File: src/rtl/bitbang_tx_if.sv
// Word handshake between a configuration source and the bit-bang serializer.
//   word_data  : 32-bit configuration word (source -> serializer)
//   word_valid : word_data is valid (source -> serializer)
//   word_ready : serializer is idle and will take the word (serializer -> source)
interface bitbang_tx_if;
  logic [31:0] word_data;
  logic        word_valid;
  logic        word_ready;

  modport master (output word_data, output word_valid, input word_ready);
  modport slave  (input word_data, input word_valid, output word_ready);
endinterface

File: src/rtl/bitbang_tx.sv
// Host-side serializer for the fabric configuration bit-bang port.
// Each accepted 32-bit word is shifted out MSB first, followed by the 16-bit
// CTRL_WORD trailer that commits it, as a 48-bit frame on s_clk/s_data.
// s_data changes only while s_clk is low, so it is stable for CLK_DIV cycles
// around every s_clk rising edge, which is where the receiver samples.
// Ports:
//   CLK, reset  : system clock (rising edge), asynchronous active-high reset
//   wordIf      : word_data / word_valid / word_ready handshake (slave side)
//   s_clk       : bit-bang clock to the fabric
//   s_data      : bit-bang data to the fabric
//   busy        : frame or trailing gap in progress (always ~word_ready)
//   words_sent  : completed frames, wraps modulo 2^16
module bitbang_tx #(
  parameter int unsigned CLK_DIV    = 2,
  parameter int unsigned GAP_CYCLES = 4,
  parameter logic [15:0] CTRL_WORD  = 16'hFAB1
) (
  input  logic        CLK,
  input  logic        reset,
  bitbang_tx_if.slave wordIf,
  output logic        s_clk,
  output logic        s_data,
  output logic        busy,
  output logic [15:0] words_sent
);

  localparam int DIV_W = (CLK_DIV > 1) ? $clog2(CLK_DIV) : 1;
  localparam int GAP_W = (GAP_CYCLES > 1) ? $clog2(GAP_CYCLES) : 1;
  localparam logic [DIV_W-1:0] DIV_LAST = DIV_W'(CLK_DIV - 1);
  localparam logic [GAP_W-1:0] GAP_LAST = GAP_W'((GAP_CYCLES > 0) ? GAP_CYCLES - 1 : 0);

  typedef enum logic [1:0] {IDLE, LOW, HIGH, GAP} stateT;

  stateT             state, stateNxt;
  logic [DIV_W-1:0]  divCnt;
  logic [GAP_W-1:0]  gapCnt;
  logic [5:0]        bitIdx;
  logic [47:0]       shiftReg, shiftNxt;
  logic              sClkNxt, sDataNxt, readyNxt;

  // word_ready is only high in IDLE, so accept implies IDLE
  logic accept, divLast, gapLast, bitStep, lastBit;
  assign accept  = wordIf.word_valid && wordIf.word_ready;
  assign divLast = (divCnt == DIV_LAST);
  assign gapLast = (gapCnt == GAP_LAST);
  assign bitStep = (state == HIGH) && divLast;
  assign lastBit = (bitIdx == 6'd0);

  // State register
  always_ff @(posedge CLK or posedge reset) begin
    if (reset) state <= IDLE;
    else       state <= stateNxt;
  end

  // Next-state logic
  always_comb begin
    stateNxt = state;
    case (state)
      IDLE: if (accept) stateNxt = LOW;
      LOW:  if (divLast) stateNxt = HIGH;
      HIGH: if (divLast) begin
              if (!lastBit)             stateNxt = LOW;
              else if (GAP_CYCLES == 0) stateNxt = IDLE;
              else                      stateNxt = GAP;
            end
      GAP:  if (gapLast) stateNxt = IDLE;
      default: stateNxt = IDLE;
    endcase
  end

  // Frame shifter: load on accept, advance when a bit's high phase ends
  always_comb begin
    shiftNxt = shiftReg;
    if (accept)                 shiftNxt = {wordIf.word_data, CTRL_WORD};
    else if (bitStep && !lastBit) shiftNxt = {shiftReg[46:0], 1'b0};
  end

  // Output logic, evaluated on the next state so the pins come straight
  // from flops and s_data moves together with the falling s_clk
  always_comb begin
    sClkNxt  = (stateNxt == HIGH);
    sDataNxt = ((stateNxt == LOW) || (stateNxt == HIGH)) ? shiftNxt[47] : 1'b0;
    readyNxt = (stateNxt == IDLE);
  end

  // Counters and datapath
  always_ff @(posedge CLK or posedge reset) begin
    if (reset) begin
      divCnt     <= '0;
      gapCnt     <= '0;
      bitIdx     <= '0;
      shiftReg   <= '0;
      words_sent <= '0;
    end else begin
      // divide counter restarts on every LOW/HIGH phase change
      divCnt   <= ((stateNxt == state) && ((state == LOW) || (state == HIGH)))
                  ? divCnt + 1'b1 : '0;
      gapCnt   <= ((state == GAP) && (stateNxt == GAP)) ? gapCnt + 1'b1 : '0;
      shiftReg <= shiftNxt;
      if (accept)                   bitIdx <= 6'd47;
      else if (bitStep && !lastBit) bitIdx <= bitIdx - 6'd1;
      if (bitStep && lastBit)       words_sent <= words_sent + 16'd1;
    end
  end

  // Registered outputs
  always_ff @(posedge CLK or posedge reset) begin
    if (reset) begin
      s_clk             <= 1'b0;
      s_data            <= 1'b0;
      wordIf.word_ready <= 1'b1;
      busy              <= 1'b0;
    end else begin
      s_clk             <= sClkNxt;
      s_data            <= sDataNxt;
      wordIf.word_ready <= readyNxt;
      busy              <= !readyNxt;
    end
  end

endmodule

File: src/flat_wrapper.sv
// flat-port wrapper written by rule: the top's interface ports become plain ports
module bitbang_tx_flat 
#(
  parameter int unsigned CLK_DIV    = 2,
  parameter int unsigned GAP_CYCLES = 4,
  parameter logic [15:0] CTRL_WORD  = 16'hFAB1
)
  (CLK, reset, s_clk, s_data, busy, words_sent, wordIf_word_data, wordIf_word_valid, wordIf_word_ready);
  bitbang_tx_if wordIf_i ();
  input  logic CLK;
  input  logic reset;
  output logic s_clk;
  output logic s_data;
  output logic busy;
  output logic [15:0] words_sent;
  input wire logic [$bits(wordIf_i.word_data)-1:0] wordIf_word_data;
  input wire logic [$bits(wordIf_i.word_valid)-1:0] wordIf_word_valid;
  output wire logic [$bits(wordIf_i.word_ready)-1:0] wordIf_word_ready;
  assign wordIf_i.word_data = wordIf_word_data;
  assign wordIf_i.word_valid = wordIf_word_valid;
  assign wordIf_word_ready = wordIf_i.word_ready;
  bitbang_tx #(.CLK_DIV(CLK_DIV), .GAP_CYCLES(GAP_CYCLES), .CTRL_WORD(CTRL_WORD)) u_core (.CLK(CLK), .reset(reset), .wordIf(wordIf_i), .s_clk(s_clk), .s_data(s_data), .busy(busy), .words_sent(words_sent));
endmodule
File: config.mk
export PLATFORM = sky130hd
export DESIGN_NAME = bitbang_tx_flat
export DESIGN_NICKNAME = d
export VERILOG_FILES = /design/src/rtl/bitbang_tx_if.sv /design/src/rtl/bitbang_tx.sv /design/src/flat_wrapper.sv
export SDC_FILE = /design/constraint.sdc
export NUM_CORES = 1
export LEC_CHECK = 0
export BUFFER_PORTS_ARGS = -buffer_cell sky130_fd_sc_hd__buf_2
export CORE_MARGIN = 3
export CORE_UTILIZATION = 25
export CTS_BUF_LIST = sky130_fd_sc_hd__clkbuf_2 sky130_fd_sc_hd__clkbuf_4 sky130_fd_sc_hd__clkbuf_8
export DETAILED_ROUTE_END_ITERATION = 10
export RECOVER_POWER = 50
export SLEW_MARGIN = 30
export SYNTH_ARGS = -nofsm -noshare
export SYNTH_HDL_FRONTEND = slang
export SYNTH_SLANG_ARGS = --single-unit
File: constraint.sdc
create_clock -name CLK -period 4.6 [get_ports CLK]
set_input_delay 0.46 -clock CLK [delete_from_list [all_inputs] [get_ports CLK]]
set_output_delay 0.46 -clock CLK [all_outputs]
set_load 0.005 [all_outputs]
; Word-level counts from Yosys, hierarchy flattened
; Index checks and enable logic that the tools add are counted.
[classes]
n_addsub = 4
multipliers = 0
n_div = 0
n_lt_le_gt_ge = 0
n_eq_ne = 8
shifts = 0
mux = 13
bitwise = 0
n_reduce_logical = 14
[op_table]
columns = op, count
row1 = 48-bit two-way mux, 2
row2 = "16-bit by 1-bit adder with 16-bit output, second input constant", 1
row3 = 2-bit two-way mux, 6
row4 = 6-bit two-way mux, 2
row5 = "2-bit equality test, second input constant", 5
row6 = 2-bit one-hot mux with 4 select lines, 1
row7 = 1-bit logical AND, 6
row8 = 6-bit logical NOT, 1
row9 = "6-bit by 1-bit subtractor with 6-bit output, second input constant", 1
row10 = "2-bit by 1-bit equality test with 1-bit output, second input constant", 2
row11 = 2-bit logical NOT, 2
row12 = "2-bit by 1-bit adder with 2-bit output, second input constant", 1
row13 = 2-bit equality test, 1
row14 = 1-bit logical NOT, 2
row15 = 1-bit logical OR, 2
row16 = 1-bit two-way mux, 2
row17 = 2-bit nonzero test, 1
row18 = "1-bit adder, second input constant", 1
[word_totals]
reg_bits = 79
latchBits = 0
mem_bits_rw = 0
rom_bits = 0
inputBits = 35
output_inout_bits = 20
word_cells = 50
memories = 0

; Depth between registers and ports, before layout
[logic_depth]
ltp_word = 7
mapped_depth = 10
ltp_nobuf = 9

; Worst setup path before layout
; No wires, ideal clock.
[synth_path]
path_type = reg-to-reg
from = register u_core.state[0]
to = register u_core.s_data
setup_ns = 0.139
arrival_ns = 1.866
required_ns = 4.461
slack_ns = 2.595
stages_incl_launch_ff = 11
path_buffers = 1
synth_period_minus_slack_ns = 2.005
cell_sequence = dfrtp_1 inv_1 ha_1 and2_1 clkbuf_1 nand3_1 a21oi_1 o21a_1 ha_1 inv_1 a211oi_2
[synth_via]
elab_cells_between_ends = 17
cone_classes = eq/ne (5) / mux (8) / reduce/logical (4)
[synth_lines]
columns = item, line
row1 = start: declaration, bitbang_tx.sv:34  ; stateT state, stateNxt;
row2 = start signal: assignment, bitbang_tx.sv:52  ; else state <= stateNxt;
row3 = 2-bit equality test (tied with other cells), bitbang_tx.sv:58  ; case (state)
row4 = 2-bit one-hot mux with 4 select lines *, bitbang_tx.sv:58
row5 = via u_core.stateNxt[1], bitbang_tx.sv:34
row6 = 2-bit by 1-bit equality test with 1-bit output / 2-bit equality test (equally long branches), bitbang_tx.sv:82  ; sDataNxt = ((stateNxt == LOW) || (stateNxt == HIGH)) ? shiftNxt[47] : 1'b0;
row7 = 1-bit logical OR *, bitbang_tx.sv:82
row8 = 1-bit two-way mux *, bitbang_tx.sv:82
row9 = via u_core.sDataNxt, bitbang_tx.sv:39  ; logic sClkNxt, sDataNxt, readyNxt;
row10 = end signal: assignment, bitbang_tx.sv:115  ; s_data <= sDataNxt;
row11 = end: declaration, bitbang_tx.sv:22  ; output logic s_data,
; Mark *: on every way through the listed nets, which the timed path passes. The rest lies on a longest branch. The select of a mux whose other input is x is not followed.
; A chain may end at the register's enable or synchronous reset.

; Final worst setup path
[layout_path]
from = register u_core.bitIdx[2]
to = register u_core.s_data
[layout_via]
elab_chain_cells = 7
elab_cells_between_ends = 12
cone_classes = eq/ne (2) / mux (6) / reduce/logical (4)
[layout_lines]
columns = item, line
row1 = start: declaration, bitbang_tx.sv:37  ; logic [5:0] bitIdx;
row2 = start signal: assignment, bitbang_tx.sv:101  ; else if (bitStep && !lastBit) bitIdx <= bitIdx - 6'd1;
row3 = 6-bit logical NOT *, bitbang_tx.sv:47  ; assign lastBit = (bitIdx == 6'd0);
row4 = 2-bit two-way mux, bitbang_tx.sv:62  ; if (!lastBit) stateNxt = LOW;
row5 = 2-bit two-way mux, bitbang_tx.sv:61  ; HIGH: if (divLast) begin
row6 = 2-bit one-hot mux with 4 select lines, bitbang_tx.sv:58
row7 = 2-bit by 1-bit equality test with 1-bit output / 2-bit equality test (equally long branches), bitbang_tx.sv:82
row8 = 1-bit logical OR, bitbang_tx.sv:82
row9 = 1-bit two-way mux *, bitbang_tx.sv:82
row10 = via u_core.sDataNxt, bitbang_tx.sv:39
; Marks and branches as above.

==> impl_metrics.ini <==
[power]
p_int_mw = 1.34
power_frac_seq = 0.491
swShare = 0.329
finalPower_mw = 2.00
p_switching_mw = 0.658
peakVddDrop_mv = 0.156
leakage_nw = 2.06
combinationalPowerShare = 0.249
pwr-share-clk = 0.260
power_density_nw_per_um2 = 461

[synth]
synth_largest_area_cell = dfrtp_1
async_reset_ff_frac = 1.00
synth_nets = 440
syn_inst = 394
synth_flop_cell = dfrtp_1
netlist.area_leader.share = 0.525
yosysSeqAreaShare = 0.533
synth-edff-count = 0
yosys_warnings = 0
syn-cell-area_um2 = 3710
synth-seq-cells = 79
synthTopCellsByArea = dfrtp_1 53%, nand3_1 14%, nand2_1 8.1%
ys_types = 42
syn_avg_cell_area_um2 = 9.43

[floorplan]
initial_utilization = 0.262
die_h_um = 128
die_area_um2 = 16400
core-area_um2 = 14200
io_pins = 55
rows = 43
die_w_um = 128

[cells_and_area]
area_growth_pct = 16.9
n_antenna_cell = 0
final_common_cell = nand3_1
final_cell_mix = 105 x nand3_1, 79 x nand2_1, 78 x dfrtp_1
final_util = 0.306
final_nets = 485
nFillCells = 1474
layout-drive-gt1-share = 0.189

[sta]
rsz0062_at_grt = false
setup_viol = 0
drv_slew = 63
hold_viol_final = 0
fin_crit_ns = 2.52
min_period_over_period = 0.547
clock-skew-final_ns = 0.00611
setup_tns_ns = 0
max_freq_mhz = 398
tightest_slew_ns = 1.53
max_slew_margin = -0.0218

[setup_path]
cp_top_family = compound AO/OA/AOI/OAI gates
slowest_stage = o21ai_4
crit_type = reg2reg
worstPathArrival_ns = 2.71
critPathBufInv = 1
cp_slowest_stage_delay_ns = 0.56
cp_max_fo = 27
start_kind = flip-flop
path_cells = or3_1 -> o21ai_4 -> buf_4 -> mux2i_1 -> a211oi_2
crit_required_ns = 4.80
cp-end-kind = flip-flop

[grt]
grt.total_usage = 0.0974
overflow = 0
antenna_found_initial = 0
grt_pass1_vias = 2749
grt_max_degree = 82
grt_pass1_wl_mm = 13.0

[route]
firstDrtPassIters = 5
ant_nets = 0
routed_wl_mm = 7.84
dr.first_iter.drc_count = 277
via_per_inst = 4.64
route.detailed.drc = 0
vias = 2894
wl_per_cell_um = 12.6

[run]
maxCapViolations = 1

[placement]
post-dp-hpwl_mm = 5.19
io_buffers = 54
gp_congestion = 0.766

[cts]
post_cts_buffers = 0
htree_levels = 3
ctsResizeCount = 0
cts_root_buffer = clkbuf_8
hold_buffers = 0
worstSkewPairLatency_ns = 0.35
cts_tree = yes
path_clk_slew_ns = 0.08
cts-buffers-inserted = 9
clock-sinks = 79
clockBufferDepth = 2

[worst_hold_path]
min_path_type = in2async

[status]
violations = capacitance limit, slew limit
outcome = finished, violations left
## logic make-up after synthesis
kind of cell	Yosys count	share of synthesized area
simple gates	220	0.284
flops	79	0.533
buf+inv	34	0.0408
compound gates	29	0.0529
xor+xnor	19	0.0468
fa+ha+maj	11	0.0370
mux	2	0.00573
## area by class of cell
type                       count  area, µm²  area share
tap                          180        225      0.0519
clock buffer                  11        145      0.0334
multi-input combinational    281       1600       0.368
inverter                       9       35.0     0.00807
timing repair buffer          59        303      0.0697
clock inverter                 5       56.3      0.0130
sequential                    79       1980       0.456
## final timing paths
path	startpoint	to	slack [ns]	depth (start not counted)
setup / recovery	u_core.bitIdx[2]$_DFFE_PP0P_	u_core.s_data$_DFF_PP0_	2.08	5
hold / removal	reset	u_core.words_sent[15]$_DFFE_PP0P_	0.18	2
min in group CLK	wordIf_word_data[15]	u_core.shiftReg[31]$_DFFE_PP0P_	0.30	3
max in group asynchronous	reset	u_core.shiftReg[13]$_DFFE_PP0P_	2.52	3
hold reg to reg	u_core.gapCnt[0]$_DFF_PP0_	u_core.gapCnt[0]$_DFF_PP0_	0.45	1
setup reg to reg	u_core.bitIdx[2]$_DFFE_PP0P_	u_core.s_data$_DFF_PP0_	2.08	5
## sequential cells by signal, indices dropped and copies added (netlist names)
| name | count |
|---|---|
| u_core.shiftReg | 48 |
| u_core.words_sent | 16 |
| u_core.bitIdx | 6 |
| u_core.gapCnt | 2 |
| u_core.state | 2 |
| u_core.busy | 1 |
| u_core.divCnt | 1 |
| u_core.s_clk | 1 |
| u_core.s_data | 1 |
| u_core.wordIf.word_ready | 1 |
## metrics by stage
stage | instances | setup slack [ns] | hold WS (ns) | area, µm²
floorplan | 394 | 2.12 | 0.406 | 3710
global placement | 608 | 2.14 | 0.415 | 4150
detailed placement | 608 | 2.08 | 0.419 | 4150
CTS | 624 | 2.07 | 0.0184 | 4350
global route | 624 | 1.91 | 0.229 | 4340
finish | 624 | 2.08 | 0.182 | 4340
## Yosys cell counts, types with 2 or more instances
cell type / number
a21oi_1: 12
a31oi_1: 2
and2_1: 3
and3_1: 4
and4_1: 3
buf_2: 4
buf_6: 2
clkbuf_1: 18
dfrtp_1: 78
ha_1: 11
inv_1: 9
nand2_1: 80
nand2b_1: 2
nand3_1: 105
nand4_1: 2
nor2_1: 10
nor2b_1: 3
nor3_1: 2
nor3_4: 2
o21ai_0: 4
xnor2_1: 15
xor2_1: 3
## metal layers
| layer | share of wire | vias to the layer above | GRT usage | wire length, µm |
|---|---|---|---|---|
| met1 | 0.44 | 1386 | 0.120 | 3490 |
| met4 | 0.016 | 0 | 0.0400 | 125 |
| met3 | 0.059 | 11 | 0.0296 | 466 |
| met5 | 0 | - | 0 | 0 |
| li1 | - | 1429 | - | - |
| met2 | 0.48 | 68 | 0.159 | 3760 |
## power groups by stage
stage,Sequential [mW],Combinational [mW],Clock (mW)
floorplan,0.967,0.393,0
global placement,0.988,0.490,0
detailed placement,0.992,0.505,0
CTS,0.982,0.507,0.542
global route,1.00,0.577,0.565
finish,0.984,0.498,0.521
Power figures use the tool's default switching activity.
